--- config.mk ---
export PLATFORM = sky130hd
export DESIGN_NAME = fetch_ctrl
export DESIGN_NICKNAME = d
export VERILOG_FILES = /design/src/rtl/fetch_ctrl.sv
export SDC_FILE = /design/constraint.sdc
export NUM_CORES = 1
export LEC_CHECK = 0
export BUFFER_PORTS_ARGS = -buffer_cell sky130_fd_sc_hd__buf_2
export CAP_MARGIN = 20
export CORE_ASPECT_RATIO = 1.2
export CORE_UTILIZATION = 45
export CTS_BUF_LIST = sky130_fd_sc_hd__clkbuf_16
export DETAILED_ROUTE_END_ITERATION = 12
export MAX_ROUTING_LAYER = met4
export PLACE_DENSITY = 0.67
export SLEW_MARGIN = 10
export SYNTH_ARGS = -nofsm -noshare
export SYNTH_HDL_FRONTEND = slang
export SYNTH_SLANG_ARGS = --single-unit
export TNS_END_PERCENT = 1
--- constraint.sdc ---
create_clock -name clk -period 9.27 [get_ports clk]
set_clock_uncertainty 0.15 [all_clocks]
set_input_delay 0.4635 -clock clk [delete_from_list [all_inputs] [get_ports clk]]
set_output_delay 0.4635 -clock clk [all_outputs]
set_load 0.05 [all_outputs]
--- src/rtl/fetch_ctrl.sv ---
// rtl/fetch_ctrl.sv - instruction-fetch sequencer with 2-entry output FIFO
module fetch_ctrl #(
    parameter logic [31:0] RESET_PC   = 32'h0000_0000,
    parameter int          IMEM_WORDS = 1024
) (
    input  logic        clk,
    input  logic        rst,
    output logic [31:0] imem_addr,
    input  logic [31:0] imem_instr,
    input  logic        redirect_valid,
    input  logic [31:0] redirect_pc,
    input  logic        halt_req,
    output logic        out_valid,
    input  logic        out_ready,
    output logic [31:0] out_pc,
    output logic [31:0] out_instr,
    output logic        fault
);

    localparam logic [31:0] LP_WORDS = 32'(IMEM_WORDS);

    typedef enum logic [1:0] {
        S_RUN   = 2'd0,
        S_HALT  = 2'd1,
        S_FAULT = 2'd2
    } state_t;

    state_t      r_state;
    state_t      w_next_state;
    logic [31:0] r_fetch_pc;
    logic [31:0] r_pc_q  [2];
    logic [31:0] r_ins_q [2];
    logic        r_head;
    logic        r_tail;
    logic [1:0]  r_count;

    logic        w_pop;
    logic        w_push;
    logic        w_flush;
    logic        w_misaligned;
    logic        w_in_range;

    assign out_valid    = (r_count != 2'd0);
    assign out_pc       = r_pc_q[r_head];
    assign out_instr    = r_ins_q[r_head];
    assign imem_addr    = r_fetch_pc;
    assign fault        = (r_state == S_FAULT);
    assign w_pop        = out_valid & out_ready;
    assign w_in_range   = ({2'b00, r_fetch_pc[31:2]} < LP_WORDS);
    assign w_misaligned = (redirect_pc[1:0] != 2'b00);
    // A fault freezes the block, so redirects only flush outside FAULT.
    assign w_flush      = redirect_valid & (r_state != S_FAULT);

    // State register.
    always_ff @(posedge clk or posedge rst) begin
        if (rst) begin
            r_state <= S_RUN;
        end else begin
            r_state <= w_next_state;
        end
    end

    // Next state and push decision; redirect outranks halt, halt outranks the range check.
    always_comb begin
        w_next_state = r_state;
        w_push       = 1'b0;
        case (r_state)
            S_RUN: begin
                if (redirect_valid) begin
                    if (w_misaligned) begin
                        w_next_state = S_FAULT;
                    end
                end else if (halt_req) begin
                    w_next_state = S_HALT;
                end else if (!w_in_range) begin
                    w_next_state = S_FAULT;
                end else begin
                    w_push = (r_count != 2'd2) | w_pop;
                end
            end
            S_HALT: begin
                if (redirect_valid) begin
                    if (w_misaligned) begin
                        w_next_state = S_FAULT;
                    end
                end else if (!halt_req) begin
                    w_next_state = S_RUN;
                end
            end
            S_FAULT: begin
                w_next_state = S_FAULT;
            end
            default: begin
                w_next_state = S_FAULT;
            end
        endcase
    end

    // Fetch PC: load on an aligned redirect, advance by one word on each push.
    always_ff @(posedge clk or posedge rst) begin
        if (rst) begin
            r_fetch_pc <= RESET_PC;
        end else if (w_flush) begin
            if (!w_misaligned) begin
                r_fetch_pc <= redirect_pc;
            end
        end else if (w_push) begin
            r_fetch_pc <= r_fetch_pc + 32'd4;
        end
    end

    // Two-entry FIFO; a flush empties it regardless of any same-cycle pop.
    always_ff @(posedge clk or posedge rst) begin
        if (rst) begin
            r_pc_q[0]  <= 32'd0;
            r_pc_q[1]  <= 32'd0;
            r_ins_q[0] <= 32'd0;
            r_ins_q[1] <= 32'd0;
            r_head     <= 1'b0;
            r_tail     <= 1'b0;
            r_count    <= 2'd0;
        end else if (w_flush) begin
            r_head  <= 1'b0;
            r_tail  <= 1'b0;
            r_count <= 2'd0;
        end else begin
            if (w_push) begin
                r_pc_q[r_tail]  <= r_fetch_pc;
                r_ins_q[r_tail] <= imem_instr;
                r_tail          <= ~r_tail;
            end
            if (w_pop) begin
                r_head <= ~r_head;
            end
            if (w_push && !w_pop) begin
                r_count <= r_count + 2'd1;
            end else if (!w_push && w_pop) begin
                r_count <= r_count - 2'd1;
            end
        end
    end

endmodule

### Yosys cells after proc, flatten, opt, wreduce, memory -nomap -nowiden

Index checks and enable logic that the tools add are counted.
Widths: inputs -> output; s select.

| word-level totals | value |
|---|---|
| input port bits | 69 |
| output and inout port bits | 98 |
| register bits | 166 |
| word-level logic and storage cells | 76 |

| operators by class | value |
|---|---|
| bitwise gates (word level) | 8 |
| add/sub/neg operators | 3 |
| reductions and logical operators | 14 |
| equality and inequality tests | 7 |
| $lt $le $gt $ge | 4 |
| mux-type cells | 31 |

Operators by type and width:

| cell | number |
|---|---|
| $mux 32 | 10 |
| $bwmux 64 | 2 |
| $add 32x3->32 const B | 1 |
| $demux 32 s1 | 1 |
| $lt 30x11->1 const B | 1 |
| $mux 2 | 9 |
| $mux 1 | 8 |
| $reduce_bool 2->1 | 4 |
| $ne 2x2->1 const B | 3 |
| $reduce_and 2->1 | 3 |
| $ge 2x2->1 const B | 2 |
| $ne 4x4->1 const B | 1 |
| $not 1->2 | 2 |
| $pmux 2 s2 | 1 |
| $logic_and 1x1->1 | 3 |
| $ne 3x3->1 const B | 1 |
| $not 1->1 | 3 |
| $reduce_bool 3->1 | 1 |
| $add 2x1->2 const B | 1 |
| $and 1x1->1 | 2 |
| $eq 2x1->1 const B | 1 |
| $eq 2x2->1 const B | 1 |
| $logic_not 1->1 | 2 |
| $logic_not 2->1 | 1 |
| 3 further kinds | 3 |

### Logic depth before layout (Yosys ltp)

Gate-level depths: netlist (run 1).

| depth | value |
|---|---|
| depth after elaboration | 12 |
| gate-level depth with buffers | 7 |
| depth with buffers taken out | 6 |

### Worst setup path after synthesis (run 1)

OpenSTA, ideal clock, no wires.

| path | value |
|---|---|
| kind | register to register |
| start point | register r_fetch_pc[12] (netlist: imem_addr[12]) |
| end point | register r_ins_q[41] (netlist bit) |
| cell stages (with the launch flop) | 7 |
| buffers on the path | 2 |
| data required time | 8.995 ns |
| setup time | 0.125 ns |
| arrival | 2.179 ns |
| slack | 6.816 ns |
| clock period less this slack | 2.454 ns |
| cells stage by stage | dfrtp_1 > nor4_2 > o311ai_2 > nor3_1 > buf_2 > buf_2 > mux2_2 |

| on the way | value |
|---|---|
| longest elaborated chain between the ends | 6 |

RTL lines:

| what | RTL line | RTL |
|---|---|---|
| start: declaration | 30 | `logic [31:0] r_fetch_pc;` |
| start signal: assignment | 105 | `r_fetch_pc <= redirect_pc;` |
| start signal: assignment | 108 | `r_fetch_pc <= r_fetch_pc + 32'd4;` |
| $lt 30x11->1 | 49 | `assign w_in_range = ({2'b00, r_fetch_pc[31:2]} < LP_WORDS);` |
| $mux 1 | 75 | `end else if (!w_in_range) begin` |
| $mux 1 | 73 | `end else if (halt_req) begin` |
| $mux 1 | 69 | `if (redirect_valid) begin` |
| $mux 1 | 67 | `case (r_state)` |
| $reduce_and 2->1 (no line) | n/a |  |
| end signal: indexed assignment | 129 | `r_ins_q[r_tail] <= imem_instr;` |
| end: declaration | 32 | `logic [31:0] r_ins_q [2];` |

No other way between the ends.
A chain may end at the register's enable or synchronous reset.

### Final worst setup path (run 1)

| path | value |
|---|---|
| start point | register r_fetch_pc[24] (netlist: imem_addr[24]) |
| end point | register r_ins_q[42] (netlist bit) |

Same word-level chain as after synthesis.

==> results.txt, run 1 <==
Seq/Total Area, Yosys = 57.5%
RSZ-0062 raised after global routing = no
Fin nets = 785
Final Util = 56.6%
Gr usage total = 21.3%
Remaining antenna violation count = 0
# H-tree levels = 4
Number of global-route vias before repair = 5336
Post-CTS resize count = 0
Port bufs = 166
CTS tree = yes
Hpwl dp = 10.6 mm
Status = completed
Worst skew pair latency = 420 ps
Crit Path Class = reg2reg
I/O pin count = 167
Hold Violations, Final = 0
Warnings from Yosys = 0
Pwr Density = 199 nW/um^2
CP max stage cell = buf_4
Asr flop ratio synth = 100%
Num rows = 50
Final Cycle Share = 33.4%
Synth Flop Type = dfrtp_1
Max Clk Rate = 323 MHz
Mean routed wirelength per cell = 17.3 um
Yosys cell types = 44
Pre-CTS setup slack = 6000 ps
Worst min path class = in2reg
Initial core utilization = 46.2%
Clk slew on worst S/H paths = 60 ps
CP peak stage delay = 710 ps
First-pass DRT Iterations = 4
Post-synth EDFFs = 0
Static leakage = 4.75 nW
Total power = 1.76 mW
CP endpoint kind = register
GP Congestion = 0.868
Largest net degree at the start of global routing = 112
Avg Synthesized Cell Area = 13.0 um^2
Post-CTS setup buffers = 0
Placed cell area = 8230 um^2
Clock tree buffer depth = 2
Via density = 5.38
CP required = 9420 ps
Synth Register Bits = 166
Final setup margin = 6180 ps
Die Area = 16600 um^2
Core area = 15600 um^2
Final setup violating endpoints = 0
Register-to-register setup slack = 6180 ps
Max-Slew Margin vs Limit = 36.5%
Grt total ovfl = 0
Non-Filler Cell Area, Final = 8860 um^2
Clk sinks = 166
Final WL = 16.1 mm
Initial antenna violation count = 0
TritonCTS buffer count = 17
Syn Nets = 626
Slew @ Worst Pin = 952 ps
Max FO, Critical Path = 64
Area Overhead vs Synth = 22.6%
ANT cells = 0
Min Clock Period, post-route = 3090 ps
Number of hold buffers added after cts = 0
Vias = 5028
IR drop worst, VDD = 0.000115 V
Die height = 141 um
Startpoint types = register
First-pass GRT wire length = 27.2 mm
Max Slew Vio Count = 0
Arrival time at the worst endpoint = 3240 ps
Clk root buf = clkbuf_16
Post-Syn Area = 7230 um^2
Post-Synthesis Cells = 556
Fin Setup TNS = 0 ps
Crit-path cells = nor4_1 -> nand4_1 -> nor3_2 -> buf_4 -> mux2_2
Die Width = 118 um
Detailed Route Iter0 Violations = 231
# DRC = 0
Max Cap Viol = 0
Share of cells above drive strength 1 = 44.6%
metrics by stage:
stage                     hold slack (ps)  std cells
after floorplan                       289        556
after global placement                310        903
after detailed placement              321        903
after CTS                            94.8        934
after global routing                  102        935
final                                 114        935
report_power, final:
part | internal (mW) | switching (mW) | leakage (nW)
clock network | 0.447 | 0.281 | 0.295
registers | 0.745 | 0.0500 | 2.28
logic | 0.0904 | 0.150 | 2.17
path summary, 6_finish.rpt:
check / from / endpoint / cells after the start
min: redirect_pc[28] / imem_addr[28] / 2
max: imem_addr[24] / r_ins_q[42] / 5
max reg2reg: imem_addr[24] / r_ins_q[42] / 5
min in group asynchronous: rst / r_ins_q[40] / 2
min reg2reg: r_pc_q[8] / r_pc_q[8] / 1
max in group asynchronous: rst / r_head / 3
per-layer routing:
| layer | track usage [%] | wire, um | vias to the layer above |
|---|---|---|---|
| met5 | - | 0 | - |
| met4 | 6.61 | 193 | 0 |
| met3 | 5.42 | 919 | 18 |
| met2 | 34.5 | 7970 | 177 |
| met1 | 26.3 | 7060 | 2527 |
| li1 | - | - | 2306 |
synthesized netlist by cell type (2+ instances only):
| library cell | n | area, um^2 |
|---|---|---|
| mux2_2 | 113 | 1270 |
| o21ai_0 | 16 | 80.1 |
| dfrtp_1 | 166 | 4150 |
| a22o_1 | 8 | 70.1 |
| nor3_1 | 8 | 40.0 |
| and3_1 | 2 | 12.5 |
| mux2i_1 | 2 | 20.0 |
| a21oi_1 | 19 | 95.1 |
| or2_2 | 2 | 12.5 |
| a31oi_1 | 2 | 12.5 |
| o22ai_1 | 2 | 12.5 |
| nand3_1 | 6 | 30.0 |
| mux2_1 | 40 | 450 |
| o21bai_1 | 2 | 15.0 |
| a211oi_1 | 2 | 15.0 |
| clkbuf_1 | 23 | 86.3 |
| a22oi_1 | 2 | 15.0 |
| a311oi_1 | 6 | 52.6 |
| nor4_1 | 6 | 37.5 |
| nor4_2 | 2 | 25.0 |
| buf_2 | 5 | 25.0 |
| nor2b_1 | 42 | 263 |
| inv_1 | 7 | 26.3 |
| buf_4 | 4 | 30.0 |
| nand2_1 | 18 | 67.6 |
| nand4_1 | 9 | 56.3 |
| nor2_1 | 25 | 93.8 |
layout by cell type (no fill, tap or decap), types with 4 or more instances in the layout:
master / synthesis / routed
buf_2: 5 / 166
dfrtp_1: 166 / 165
mux2_2: 113 / 113
nor2b_1: 42 / 42
mux2_1: 40 / 40
nor2_1: 25 / 24
a21oi_1: 19 / 19
nand2_1: 18 / 18
clkbuf_16: 0 / 17
o21ai_0: 16 / 16
nand4_1: 9 / 9
a22o_1: 8 / 8
inv_1: 7 / 7
nor3_1: 8 / 7
a311oi_1: 6 / 6
nand3_1: 6 / 6
nor4_1: 6 / 6
buf_4: 4 / 6
clkinv_4: 0 / 4
bufinv_16: 0 / 4
cell type report:
class	count	area (um^2)
clock inverters	14	186
repair buffers	173	891
flip-flops and latches	166	4160
multi-input cells	350	2910
well taps	208	260
fillers	1363	6780
clock buffers	17	425
inverters	7	31.3
logic make-up (layout without fill, tap and decap cells):
| kind of cell | count (synthesis) | in the layout | share of synthesized area (%) |
|---|---|---|---|
| AO/OA/AOI/OAI | 67 | 67 | 6.16 |
| XOR/XNOR | 2 | 2 | 0.242 |
| adder cells (fa/ha/maj) | 1 | 1 | 0.173 |
| buffers and inverters | 40 | 211 | 2.37 |
| flip-flops | 166 | 166 | 57.5 |
| multiplexers | 155 | 155 | 24.1 |
| AND/OR/NAND/NOR | 125 | 125 | 9.44 |
sequential cells by signal, summed over array words and instances (netlist names):
register	cells
r_state	2
r_ins_q	64
r_count	2
r_pc_q	64
r_tail	1
r_head	1
imem_addr	32
worst max-delay path, delay by kind of cell (launching register included):
kind / cells / cell delay [ps]
AND/OR/NAND/NOR: 3 / 1240
buffers and inverters: 1 / 710
flip-flops: 1 / 420
multiplexers: 1 / 420
(Power assumes the default switching activity.)
==> run 2: changes to the inputs <==
--- a/config.mk
+++ b/config.mk
@@ -12,7 +12,7 @@
 export CTS_BUF_LIST = sky130_fd_sc_hd__clkbuf_16
 export DETAILED_ROUTE_END_ITERATION = 12
 export MAX_ROUTING_LAYER = met4
-export PLACE_DENSITY = 0.67
+export PLACE_DENSITY = 0.69
 export SLEW_MARGIN = 10
 export SYNTH_ARGS = -nofsm -noshare
 export SYNTH_HDL_FRONTEND = slang
==> constraint.sdc (replaced) <==
create_clock -name clk -period 2.7 [get_ports clk]
set_clock_uncertainty 0.15 [all_clocks]
set_input_delay 0.135 -clock clk [delete_from_list [all_inputs] [get_ports clk]]
set_output_delay 0.135 -clock clk [all_outputs]
set_load 0.05 [all_outputs]
==> run 2 against run 1 <==
Global-route usage increased by 1.7 points. Sequential share of layout area down 3.5 points. Flip-flop and latch count unchanged. Worst setup slack got worse by 6000 ps.
==> results.txt, run 2 (synthesis results as in run 1) <==
Status = completed (unchanged)
First-pass GRT wire length = 28.8 mm (was 27.2 mm)
TritonCTS buffer count = 17 (unchanged)
Register-to-register setup slack = 160 ps (was 6180 ps)
Sequential Power Share = 43.8% (was 45.1%)
Worst min path class = in2reg (unchanged)
Max Clk Rate = 394 MHz (was 323 MHz)
RSZ-0062 raised after global routing = no (unchanged)
Final Cycle Share = 93.9% (was 33.4%)
Met1 Usage GRT = 27.1% (was 26.3%)
Remaining antenna violation count = 0 (unchanged)
Grt total ovfl = 0 (unchanged)
Fin nets = 859 (was 785)
Die Area = 16600 um^2 (unchanged)
Max FO, Critical Path = 56 (was 64)
Num rows = 50 (unchanged)
Fill cell count = 1267 (was 1363)
Min Clock Period, post-route = 2540 ps (was 3090 ps)
Die height = 141 um (unchanged)
Number of global-route vias before repair = 5666 (was 5336)
Initial antenna violation count = 0 (unchanged)
# H-tree levels = 4 (unchanged)
Grt met3 use = 4.98% (was 5.42%)
Hpwl dp = 11.2 mm (was 10.6 mm)
Pwr Density = 630 nW/um^2 (was 199 nW/um^2)
Startpoint types = register (unchanged)
Final setup violating endpoints = 0 (unchanged)
Hold Violations, Final = 0 (unchanged)
Max Cap Viol = 0 (unchanged)
Post-CTS setup buffers = 0 (unchanged)
IR drop worst, VDD = 0.000447 V (was 0.000115 V)
Pint = 4.38 mW (was 1.28 mW)
Most frequent cells in the layout = 166 x buf_2, 165 x dfrtp_1, 113 x mux2_2 (unchanged)
Clk sinks = 166 (unchanged)
Non-Filler Cell Area, Final = 9580 um^2 (was 8860 um^2)
Static leakage = 5.07 nW (was 4.75 nW)
Worst skew pair latency = 420 ps (about the same)
Detailed Route Iter0 Violations = 358 (was 231)
Largest net degree at the start of global routing = 78 (was 112)
GP Congestion = 0.887 (was 0.868)
Crit Path Class = reg2reg (unchanged)
First-pass DRT Iterations = 4 (unchanged)
GRT met2 Usage = 38.5% (was 34.5%)
Max Slew Vio Count = 0 (unchanged)
ANT cells = 0 (unchanged)
Via density = 5.29 (was 5.38)
Area Overhead vs Synth = 32.6% (was 22.6%)
Arrival time at the worst endpoint = 2680 ps (was 3240 ps)
# DRC = 0 (unchanged)
Gr usage total = 23.0% (was 21.3%)
Vias = 5335 (was 5028)
Commonest non-fill, non-tap cell in the layout = buf_2 (unchanged)
Clock tree buffer depth = 2 (unchanged)
Sw power = 1.65 mW (was 0.481 mW)
Clk slew on worst S/H paths = 60 ps (about the same)
Port bufs = 166 (unchanged)
Initial core utilization = 46.2% (unchanged)
Core area = 15600 um^2 (unchanged)
Slew @ Worst Pin = 643 ps (was 952 ps)
I/O pin count = 167 (unchanged)
Grt peak-use layer = met2 (unchanged)
Placed cell area = 8340 um^2 (was 8230 um^2)
Mean routed wirelength per cell = 17.3 um (about the same)
Clk root buf = clkbuf_16 (unchanged)
CTS tree = yes (unchanged)
Max-Slew Margin vs Limit = 57.0% (was 36.5%)
CP required = 2850 ps (was 9420 ps)
Combinational power share = 16.9% (was 13.6%)
Final WL = 17.5 mm (was 16.1 mm)
Die Width = 118 um (unchanged)
Share of cells above drive strength 1 = 41.0% (was 44.6%)
Fin Setup TNS = 0 ps (unchanged)
Clock power frac = 39.2% (was 41.3%)
CP endpoint kind = register (unchanged)
Switching share of power = 27.3% (about the same)
-- run 2: stage by stage --
step                      hold WS [ps]  std cells  setup WS, ps  total power [mW]  util, %
after floorplan                    116        556           246              3.36        -
after global placement            82.4        911           307              3.62     53.3
after detailed placement          99.8        911           210              3.63     53.3
after CTS                         35.6       1008           190              6.09     61.2
after global routing              68.6       1008          92.5              6.26     61.2
final                             63.1       1008           163              6.03     61.2
-- run 2: repair_timing --
| action | CTS | global route |
|---|---|---|
| hold buffers | 67 | 0 |
| hold endpoints to repair | 123 | 0 |
| resized for setup | 0 | 0 |
-- run 2: power groups by stage --
stage	sequential [mW]	combinational (mW)	clock, mW
4_1_cts	2.64	1.03	2.42
2_1_floorplan	2.79	0.571	0
3_3_place_gp	2.68	0.934	0
5_1_grt	2.65	1.09	2.52
3_5_place_dp	2.69	0.948	0
6_report	2.64	1.02	2.36
-- run 2: final timing paths --
path / startpoint / cells past startpoint / endpoint
min in group asynchronous: rst / 3 / r_ins_q[11]
max reg2reg: imem_addr[23] / 6 / r_ins_q[49]
max in group asynchronous: rst / 4 / r_ins_q[49]
max: imem_addr[23] / 6 / r_ins_q[49]
min reg2reg: r_ins_q[26] / 1 / r_ins_q[26]
min: redirect_pc[1] / 4 / imem_addr[0]
-- run 2: layer usage --
| metal | wire (um) | vias to the layer above |
|---|---|---|
| met5 | 0 | - |
| met1 | 7280 | 2649 |
| met4 | 342 | 0 |
| met3 | 938 | 29 |
| li1 | - | 2445 |
| met2 | 8910 | 212 |
-- run 2: final cells by class --
| type | instances | area, um^2 | area share [%] |
|---|---|---|---|
| inverters | 7 | 30.0 | 0.313 |
| clock buffers | 17 | 425 | 4.44 |
| multi-input cells | 350 | 2910 | 30.4 |
| flip-flops and latches | 166 | 4160 | 43.4 |
| well taps | 208 | 260 | 2.72 |
| repair buffers | 247 | 1660 | 17.3 |
| clock inverters | 13 | 144 | 1.50 |
-- run 2: critical path: stages (launching register included) --
cell and delay [ps]:
dfrtp_1 430, nor4_1 460, nand4_1 180, buf_4 220
nor3_2 230, buf_12 330, mux2_2 380
==> run 3: changes to the inputs <==
--- a/config.mk
+++ b/config.mk
@@ -11,7 +11,6 @@
 export CORE_UTILIZATION = 45
 export CTS_BUF_LIST = sky130_fd_sc_hd__clkbuf_16
 export DETAILED_ROUTE_END_ITERATION = 12
-export MAX_ROUTING_LAYER = met4
 export PLACE_DENSITY = 0.69
 export SLEW_MARGIN = 10
 export SYNTH_ARGS = -nofsm -noshare
==> run 3 against run 2 <==
Final cell count stayed put. Count of clock-buffer cells in the layout stayed put. Flip-flop and latch count stayed put. Total power hardly changed. Via count hardly changed. Critical endpoint unchanged. Largest cell class unchanged.
==> results.txt, run 3 (synthesis results as in run 1) <==
Status = completed (unchanged)
Max Cap Viol = 0 (unchanged)
WL met2 = 8.82 mm (was 8.91 mm)
CP required = 2850 ps (about the same)
Die Width = 118 um (unchanged)
Gr usage total = 22.3% (was 23.0%)
Via density = 5.30 (was 5.29)
Final Cycle Share = 94.1% (was 93.9%)
Worst skew pair latency = 420 ps (about the same)
Max Slew Vio Count = 0 (unchanged)
WL met3 = 927 um (was 938 um)
CTS tree = yes (unchanged)
Pwr Density = 630 nW/um^2 (about the same)
RSZ-0062 raised after global routing = no (unchanged)
Startpoint types = register (unchanged)
Register-to-register setup slack = 160 ps (about the same)
Max FO, Critical Path = 56 (unchanged)
Hold EP = imem_addr[0] (unchanged)
Largest net degree at the start of global routing = 78 (unchanged)
Area Overhead vs Synth = 32.6% (unchanged)
Hpwl dp = 11.2 mm (unchanged)
Fill cell count = 1267 (unchanged)
Number of global-route vias before repair = 5662 (was 5666)
CP max stage cell = nor4_1 (unchanged)
Post-CTS resize count = 0 (unchanged)
Fin nets = 859 (unchanged)
Worst r2r src = imem_addr[23] (unchanged)
Clk root buf = clkbuf_16 (unchanged)
I/O pin count = 167 (unchanged)
Number of hold buffers added after cts = 67 (unchanged)
Top sig layer = met4 (unchanged)
Die height = 141 um (unchanged)
CP peak stage delay = 470 ps (was 460 ps)
Core area = 15600 um^2 (unchanged)
Worst hold start = redirect_pc[1] (unchanged)
CP endpoint kind = register (unchanged)
R2R Path End = r_ins_q[49] (unchanged)
Max Clk Rate = 393 MHz (was 394 MHz)
Crit-path cells = nor4_1 -> nand4_1 -> buf_4 -> nor3_2 -> buf_12 -> mux2_2 (unchanged)
Grt total ovfl = 0 (unchanged)
Post-CTS setup buffers = 0 (unchanged)
Clock tree buffer depth = 2 (unchanged)
# DRC = 0 (unchanged)
Share of cells above drive strength 1 = 41.0% (unchanged)
Met1 wire length = 7.29 mm (was 7.28 mm)
First-pass DRT Iterations = 5 (was 4)
# H-tree levels = 4 (unchanged)
Crit Path Class = reg2reg (unchanged)
Clk slew on worst S/H paths = 60 ps (about the same)
Worst min path class = in2reg (unchanged)
R2r worst-path depth = 6 (unchanged)
Clk sinks = 166 (unchanged)
Max-Slew Margin vs Limit = 57.0% (about the same)
Initial antenna violation count = 0 (unchanged)
Placed Instances = 911 (unchanged)
TritonCTS buffer count = 17 (unchanged)
Final setup violating endpoints = 0 (unchanged)
Commonest non-fill, non-tap cell in the layout = buf_2 (unchanged)
Vias = 5340 (was 5335)
Port bufs = 166 (unchanged)
Min Clock Period, post-route = 2540 ps (about the same)
Remaining antenna violation count = 0 (unchanged)
Detailed Route Iter0 Violations = 342 (was 358)
Slew @ Worst Pin = 639 ps (was 643 ps)
Most frequent cells in the layout = 166 x buf_2, 165 x dfrtp_1, 113 x mux2_2 (unchanged)
ANT cells = 0 (unchanged)
Mean routed wirelength per cell = 17.3 um (about the same)
Fin Setup TNS = 0 ps (unchanged)
Hold depth = 4 (unchanged)
Arrival time at the worst endpoint = 2690 ps (was 2680 ps)
Static leakage = 5.07 nW (unchanged)
Initial core utilization = 46.2% (unchanged)
Hold Violations, Final = 0 (unchanged)
GP Congestion = 0.873 (was 0.887)
Num rows = 50 (unchanged)
Final WL = 17.5 mm (about the same)
IR drop worst, VDD = 0.000450 V (was 0.000447 V)
Die Area = 16600 um^2 (unchanged)
Non-Filler Instances = 1008 (unchanged)
First-pass GRT wire length = 28.8 mm (about the same)
-- run 3: cell counts in the layout (fill, tap and decap cells not counted) --
No cell type changed its count.
-- run 3: worst max path at each step --
stage                        startpoint     endpoint  slack, ps
after floorplan           imem_addr[12]  r_ins_q[41]        250
after global placement    imem_addr[15]  r_ins_q[31]        310
after detailed placement  imem_addr[23]    r_pc_q[9]        210
after CTS                 imem_addr[23]    r_pc_q[9]        190
after global routing      imem_addr[23]   r_ins_q[0]         90
final                     imem_addr[23]  r_ins_q[49]        160
-- run 3: power by group --
group | switching, mW | internal (mW) | leakage [nW]
clock | 0.937 | 1.43 | 0.291
combinational | 0.628 | 0.396 | 2.49
sequential | 0.0840 | 2.56 | 2.28
total | 1.65 | 4.38 | 5.07
-- run 3: per-stage QoR --
step / worst slack [ps] / total power [mW] / instance area, um^2 / util, % / hold WS [ps]
6_report: 158 / 6.03 / 9580 / 61.2 / 63.2
5_1_grt: 92.5 / 6.26 / 9580 / 61.2 / 67.1
4_1_cts: 190 / 6.09 / 9580 / 61.2 / 35.6
3_5_place_dp: 210 / 3.63 / 8340 / 53.3 / 99.8
3_3_place_gp: 307 / 3.62 / 8340 / 53.3 / 82.4
2_1_floorplan: 246 / 3.36 / 7230 / - / 116
-- run 3: final cells by class --
class                           instances  area (um^2)  area share [%]
Sequential cell                       166         4160            43.4
Multi-Input combinational cell        350         2910            30.4
Timing Repair Buffer                  247         1660            17.3
Clock buffer                           17          425            4.44
Tap cell                              208          260            2.72
Clock inverter                         13          144            1.50
Inverter                                7         30.0           0.313
-- run 3: layer usage --
layer	GRT usage (%)	vias to the layer above
met1	26.6	2640
met2	38.6	211
li1	-	2451
met4	8.91	0
met3	5.54	38
met5	0	-
-- run 3: critical path, delay by kind of cell (launching register included) --
family / cells / cell delay, ps
mux: 1 / 380
simple gates: 3 / 880
buf+inv: 2 / 550
flops: 1 / 430
